===== config.mk =====
export PLATFORM = sky130hd
export DESIGN_NAME = dmem_arbiter
export DESIGN_NICKNAME = d
export VERILOG_FILES = /design/src/rtl/dmem_arbiter.sv
export SDC_FILE = /design/constraint.sdc
export NUM_CORES = 1
export LEC_CHECK = 0
export ABC_AREA = 1
export ABC_CLOCK_PERIOD_IN_PS = 2000
export CAP_MARGIN = 20
export CORE_AREA = 10 10 109 111
export CTS_CLUSTER_DIAMETER = 30
export DETAILED_ROUTE_END_ITERATION = 10
export DIE_AREA = 0 0 119 121
export HOLD_SLACK_MARGIN = 0.12
export PLACE_DENSITY_LB_ADDON = 0.25
export SLEW_MARGIN = 10
export SYNTH_ARGS = -nofsm -noshare
export SYNTH_HDL_FRONTEND = slang
export SYNTH_SLANG_ARGS = --single-unit

===== constraint.sdc =====
create_clock -name clk -period 2 [get_ports clk]
set_clock_uncertainty 0.05 [all_clocks]
set_input_delay 0.5 -clock clk [delete_from_list [all_inputs] [get_ports clk]]
set_output_delay 0.5 -clock clk [all_outputs]
set_load 0.1 [all_outputs]

===== src/rtl/dmem_arbiter.sv =====
// dmem_arbiter: shares the single data-memory port between the CPU load/store
// path (m0) and the boot/DMA loader (m1). Each access runs IDLE -> ISSUE ->
// WAIT (MEM_LAT-1 cycles) -> RESP.
//
// Ports:
//   clk, reset            clock, asynchronous active-low reset
//   mX_req/we/addr/wdata  requester X command, held until mX_gnt
//   mX_gnt                one-cycle grant, coincident with mem_en
//   mX_rvalid/rdata       one-cycle completion; rdata is 0 for writes
//   mem_en/we/addr/wdata  memory command, driven only in the grant cycle
//   mem_rdata             memory read data, valid MEM_LAT cycles after mem_en
//   busy                  high whenever the arbiter is not IDLE
//
// Build option: define DMEM_ARB_FIXED_PRIO_EN for fixed priority (m0 always
// wins). Default build is round-robin.
module dmem_arbiter #(
  parameter int unsigned ADDR_W  = 32,
  parameter int unsigned DATA_W  = 32,
  parameter int unsigned MEM_LAT = 1
) (
  input  logic              clk,
  input  logic              reset,
  input  logic              m0_req,
  input  logic              m0_we,
  input  logic [ADDR_W-1:0] m0_addr,
  input  logic [DATA_W-1:0] m0_wdata,
  output logic              m0_gnt,
  output logic              m0_rvalid,
  output logic [DATA_W-1:0] m0_rdata,
  input  logic              m1_req,
  input  logic              m1_we,
  input  logic [ADDR_W-1:0] m1_addr,
  input  logic [DATA_W-1:0] m1_wdata,
  output logic              m1_gnt,
  output logic              m1_rvalid,
  output logic [DATA_W-1:0] m1_rdata,
  output logic              mem_en,
  output logic              mem_we,
  output logic [ADDR_W-1:0] mem_addr,
  output logic [DATA_W-1:0] mem_wdata,
  input  logic [DATA_W-1:0] mem_rdata,
  output logic              busy
);

  localparam int unsigned LAT_W = 4;

  typedef enum logic [1:0] {
    IDLE  = 2'd0,
    ISSUE = 2'd1,
    WAIT  = 2'd2,
    RESP  = 2'd3
  } state_e;

  state_e            state_q, state_d;
  logic              sel_q, sel_d;
  logic              prio_q, prio_d;
  logic              we_q, we_d;
  logic [LAT_W-1:0]  lat_q, lat_d;

  logic              sel_req;
  logic              sel_we;
  logic [ADDR_W-1:0] sel_addr;
  logic [DATA_W-1:0] sel_wdata;

  // Command of the currently selected requester
  assign sel_req   = sel_q ? m1_req   : m0_req;
  assign sel_we    = sel_q ? m1_we    : m0_we;
  assign sel_addr  = sel_q ? m1_addr  : m0_addr;
  assign sel_wdata = sel_q ? m1_wdata : m0_wdata;

  assign busy = (state_q != IDLE);

  // State register
  always_ff @(posedge clk or negedge reset) begin
    if (!reset) begin
      state_q <= IDLE;
      sel_q   <= 1'b0;
      prio_q  <= 1'b0;
      we_q    <= 1'b0;
      lat_q   <= '0;
    end else begin
      state_q <= state_d;
      sel_q   <= sel_d;
      prio_q  <= prio_d;
      we_q    <= we_d;
      lat_q   <= lat_d;
    end
  end

  // Next-state and output decode
  always_comb begin
    state_d   = state_q;
    sel_d     = sel_q;
    prio_d    = prio_q;
    we_d      = we_q;
    lat_d     = lat_q;
    mem_en    = 1'b0;
    mem_we    = 1'b0;
    mem_addr  = '0;
    mem_wdata = '0;
    m0_gnt    = 1'b0;
    m1_gnt    = 1'b0;
    m0_rvalid = 1'b0;
    m1_rvalid = 1'b0;
    m0_rdata  = '0;
    m1_rdata  = '0;

    case (state_q)
      IDLE: begin
        if (m0_req && m1_req) begin
          sel_d   = prio_q;
          state_d = ISSUE;
        end else if (m0_req) begin
          sel_d   = 1'b0;
          state_d = ISSUE;
        end else if (m1_req) begin
          sel_d   = 1'b1;
          state_d = ISSUE;
        end
      end

      ISSUE: begin
        // A request dropped in this cycle counts as withdrawn
        if (sel_req) begin
          mem_en    = 1'b1;
          mem_we    = sel_we;
          mem_addr  = sel_addr;
          mem_wdata = sel_wdata;
          m0_gnt    = ~sel_q;
          m1_gnt    = sel_q;
          we_d      = sel_we;
`ifndef DMEM_ARB_FIXED_PRIO_EN
          prio_d    = ~sel_q;
`endif
          if (MEM_LAT > 1) begin
            lat_d   = LAT_W'(MEM_LAT - 1);
            state_d = WAIT;
          end else begin
            state_d = RESP;
          end
        end else begin
          state_d = IDLE;
        end
      end

      WAIT: begin
        lat_d = lat_q - LAT_W'(1);
        if (lat_q == LAT_W'(1)) begin
          state_d = RESP;
        end
      end

      RESP: begin
        // Read data arrives on mem_rdata in this cycle; writes return zero
        if (sel_q) begin
          m1_rvalid = 1'b1;
          m1_rdata  = we_q ? '0 : mem_rdata;
        end else begin
          m0_rvalid = 1'b1;
          m0_rdata  = we_q ? '0 : mem_rdata;
        end
        state_d = IDLE;
      end

      default: state_d = IDLE;
    endcase
  end

endmodule


; ---- After elaboration in Yosys (flattened, before gate mapping)
; Cells that the tools add are included.
[op_classes]
bitwise_logic = 1
n_shift = 0
order_cmp = 0
add_sub_neg = 1
n_reduce_logical = 7
muxes = 34
div_mod_pow = 0
n_mul = 0
n_eq_ne = 6
[op_table]
columns = cell, count
row1 = two-way mux 32 bit, 11
row2 = two-way mux 1 bit, 17
row3 = two-way mux 2 bit, 5
row4 = one-hot mux 2 bit (4 select lines), 1
row5 = AND reduction 2 bit, 3
row6 = "equality test 2 bit, second input constant", 2
row7 = "equality test 4 x 1 -> 1 bit, second input constant", 1
row8 = "inequality test 4 bit, second input constant", 1
row9 = "subtractor 4 x 1 -> 4 bit, second input constant", 1
row10 = nonzero test 3 bit, 1
row11 = "equality test 2 x 1 -> 1 bit, second input constant", 1
row12 = zero test 2 bit, 1
row13 = "inequality test 2 bit, second input constant", 1
row14 = nonzero test 2 bit, 1
row15 = logical AND 1 bit, 1
row16 = inverter 1 bit, 1
[word_totals]
mem_bits_rw = 0
latchBits = 0
rom_bits = 0
n_memories = 0
elab_cells = 54
out_inout_bits = 135
ff_bits = 9

; ---- Logic depth before layout (Yosys ltp)
[depth]
word_depth = 4
depth_mapped = 9

; ---- Least setup slack after synthesis
; OpenSTA, ideal clock, no wires.
[synth_path]
kind = register to output
startpoint = register sel_q
endpoint = output m0_rdata[15]
path_slack_ps = -2120
path_stages_with_launch = 6
path_buffers = 2
arrival_ps = 3570
cell_sequence = dfrtp_1 buf_6 nor2_1 inv_1 clkbuf_1 nor2_1
[synth_between]
elab_chain_len = 2
[synth_rtl]
columns = element, line_no
row1 = from (decl), 55  ; logic sel_q, sel_d;
row2 = from (signal assigned), 83  ; sel_q <= sel_d;
row3 = two-way mux 32 bit, 155  ; if (sel_q) begin
row4 = two-way mux 32 bit, 108  ; case (state_q)
row5 = to (decl), 29  ; output logic [DATA_W-1:0] m0_rdata,
; No other way between the ends.

; ---- Worst setup path in the final report
[layout_path]
startpoint = input m1_req
endpoint = output mem_we
[layout_between]
elab_chain_len = 3
[layout_rtl]
columns = element, line_no
row1 = from (decl), 30  ; input logic m1_req,
row2 = two-way mux 1 bit, 66  ; assign sel_req = sel_q ? m1_req : m0_req;
row3 = two-way mux 1 bit, 124  ; if (sel_req) begin
row4 = two-way mux 1 bit, 108
row5 = to (decl), 38  ; output logic mem_we,
; No other way between the ends.

==> results_dict.tcl <==
set metrics [dict create \
    outcome "finished, violations left" \
    violations "setup timing" \
    synth.avg_cell_area_um2 4.76 \
    grt_pass1_vias 4591 \
    grt_first_pass_wirelength_um 29000 \
    port_buffers 300 \
    clockBufferDepth 2 \
    synth_cell_types 18 \
    fill_cells 469 \
    regArea_um2 226 \
    p_clk_share_pct 1.8 \
    start_util_pct 19.1 \
    grt_util_all_layers_pct 25.4 \
    yosysMostFrequentCell "nand2_1" \
    finalHoldViolCount 0 \
    switching_share_pct 62.9 \
    routed_wl_um 19800 \
    p_leak_nw 3.12 \
    cp.required_ns 1.45 \
    rsz0062_at_grt "yes" \
    cap_viol_max_count 0 \
    peakVddDrop_v 0.00122 \
    synthesis.area_um2 1840 \
    crit_type "in -> out" \
    gp_congestion 0.875 \
    cts_tree "built" \
    startpoint_type "primary input" \
    synth_common_cells "nand2_1, nor2_1, a21oi_1, buf_2, inv_1" \
    stdcell_count 848 \
    holdWs_ns 0.448 \
    combPwrFrac_pct 95.1 \
    drtPass1Iterations 4 \
    core_um2 9640 \
    fp.dieH_um 121 \
    top_layer_used "met4" \
    ys_warn_count 0 \
    dp_slack_ns -0.462 \
    p_per_area_nw_per_um2 1410 \
    grt_max_degree 51 \
    synth_top_family_by_area "simple AND/OR/NAND/NOR gates" \
    yosys.area_share.simple_pct 53.3 \
    setup-violations-final 131 \
    synth.area.mux_share_pct 0 \
    io_pins 301 \
    maxSlewViolCount 0 \
    syn_to_final_growth_pct 352 \
    cts_root_buffer "clkbuf_8" \
    nNetsFinal 881 \
    synth-adder-area-share_pct 1.36 \
    hold_class "reg -> reg" \
    routedWlPerCell_um 23.3 \
    synth_xor_area_share_pct 0.950 \
    yosys.area.top_type "nand2_1" \
    clock_sinks 9 \
    place.detailed.hpwl_um 15000 \
    vias 4000 \
    finalSetupTns_ns -16.13 \
    vias_per_cell 4.72 \
    end_kind "output port" \
    route.detailed.drc 0 \
    die_area_um2 14400 \
    timing.fmax_ghz 0.453 \
    ant_nets 0 \
    cts_buffers 3 \
    p_sw_mw 7.40 \
    finalCritPeriodShare_pct 110 \
    synthCells 387 \
    post-route-min-period_ns 2.21 \
    synth_area_leaders "nand2_1, a21oi_1, nor2_1" \
    yosysSeqAreaShare_pct 12.2 \
    drt_iter0_drc 219 \
    final_cell_area_um2 8340 \
    antenna_found_initial 2 \
    wl_met1_um 6420 \
    met2_length_um 11300 \
    multi_input_area_um2 2670 \
    synth_ff_type "dfrtp_1" \
    p_int_mw 4.37 \
    die_w_um 119 \
    clk_pin_slew_ns 0.05 \
    max_slew.worst_pin.slew_ns 0.423 \
    gr-total-overflow 0 \
    finalPower_mw 11.8 \
    power_frac_seq_pct 3.1 \
    ys_ff_latch 9 \
    cp.arrival_ns 1.66 \
    setup_ws_ns -0.207 \
    cts_max_level 1 \
    cp_max_fo 5 \
    dp.cells 816 \
    insertion_delay_ns 0.23 \
    netlist.area_leader.share_pct 36.9 \
    placementRows 36 \
    dpl_cell_area_um2 7760 \
    wl_met3_um 1680 \
    async_flop_share_pct 100 \
    relSlewSlack_pct 71.7 \
    synth_compound_area_share_pct 19.6 \
    synth-edff-count 0 \
    fin_util_pct 86.5 \
    syn_nets 555 \
    drive_gt1_share_pct 47.6 \
]
flip-flops by register name (all words and copies together) (netlist names):
name,cells
sel_q,1
lat_q,4
prio_q,1
state_q,2
we_q,1
cell usage in the layout (no fill, tap or decap):
cell type        instances
clkinvlp_4               3
buf_4                   25
dfrtp_2                  1
nor3_2                   1
clkbuf_8                 3
clkinv_4                 1
nor2_4                  67
nand2_1                174
o211ai_1                 1
nand2_8                  3
nand2_2                  4
ha_1                     2
o21ai_0                  2
a21oi_4                 64
xor2_1                   2
nand3_1                  3
diode_2                  3
buf_6                    3
clkbuf_1                 1
buf_12                 144
buf_16                  11
nand4_1                  1
nor2_1                   5
clkdlybuf4s50_1        163
inv_6                    2
clkdlybuf4s15_2          1
inv_2                    1
dfrtp_1                  8
a21oi_1                  1
nand2_4                  2
clkdlybuf4s15_1          1
clkbuf_16                3
inv_1                    9
critical path, stage by stage:
cell and delay [ns]:
clkdlybuf4s15_2 0.20, nand2_2 0.14, nand2_8 0.09, nand2_8 0.16, buf_6 0.12, clkinvlp_4 0.10
nand2_4 0.08, clkinvlp_4 0.09, buf_12 0.17
path summary, 6_finish.rpt:
check                             startpoint                   end  slack, ns  cells past startpoint
setup / recovery                      m1_req                mem_we      -0.21                      9
hold / removal              we_q$_DFFE_PN0P_      we_q$_DFFE_PN0P_       0.45                      2
setup reg to reg           sel_q$_DFFE_PN0P_      we_q$_DFFE_PN0P_       0.34                     10
hold reg to reg             we_q$_DFFE_PN0P_      we_q$_DFFE_PN0P_       0.45                      2
max in group asynchronous              reset     sel_q$_DFFE_PN0P_       1.06                      1
min in group asynchronous              reset  lat_q[1]$_DFFE_PN0N_       0.52                      1
final cells by class:
cell class	instances	share of cell area [%]
diodes	3	0.0900
clock buffers	4	0.540
inverters	16	1.04
multi-input cells	332	32.0
flip-flops and latches	9	2.72
well taps	133	2.00
repair buffers	351	61.6
power groups by stage:
stage / Combinational [mW] / Clock (mW) / Sequential (mW)
5_1_grt: 11.6 / 0.221 / 0.369
3_3_place_gp: 9.99 / 0 / 0.353
6_report: 11.2 / 0.217 / 0.364
3_5_place_dp: 10.2 / 0 / 0.364
4_1_cts: 11.0 / 0.216 / 0.356
2_1_floorplan: 6.69 / 0 / 0.325
routing by layer:
metal  vias to the layer above  track usage [%]
met5                         -                0
met4                         0             5.34
met3                        24             8.28
met2                       204             51.7
met1                      1917             24.0
li1                       1855                -
what timing repair did:
item | CTS | global route
cloned | 8 | 3
hold buffers | 0 | 0
buffers inserted | 13 | 1
resized for setup | 33 | 4
endpoints found under the setup margin | 129 | 132
pin swaps | 10 | 3
cells by family after synthesis:
family,Yosys count
and+or+nand+nor,259
AOI/OAI and AO/OA,68
buffers and inverters,47
DFF,9
xor gates and xnor gates,2
adders and majority gates,2
(Power assumes the default switching activity.)
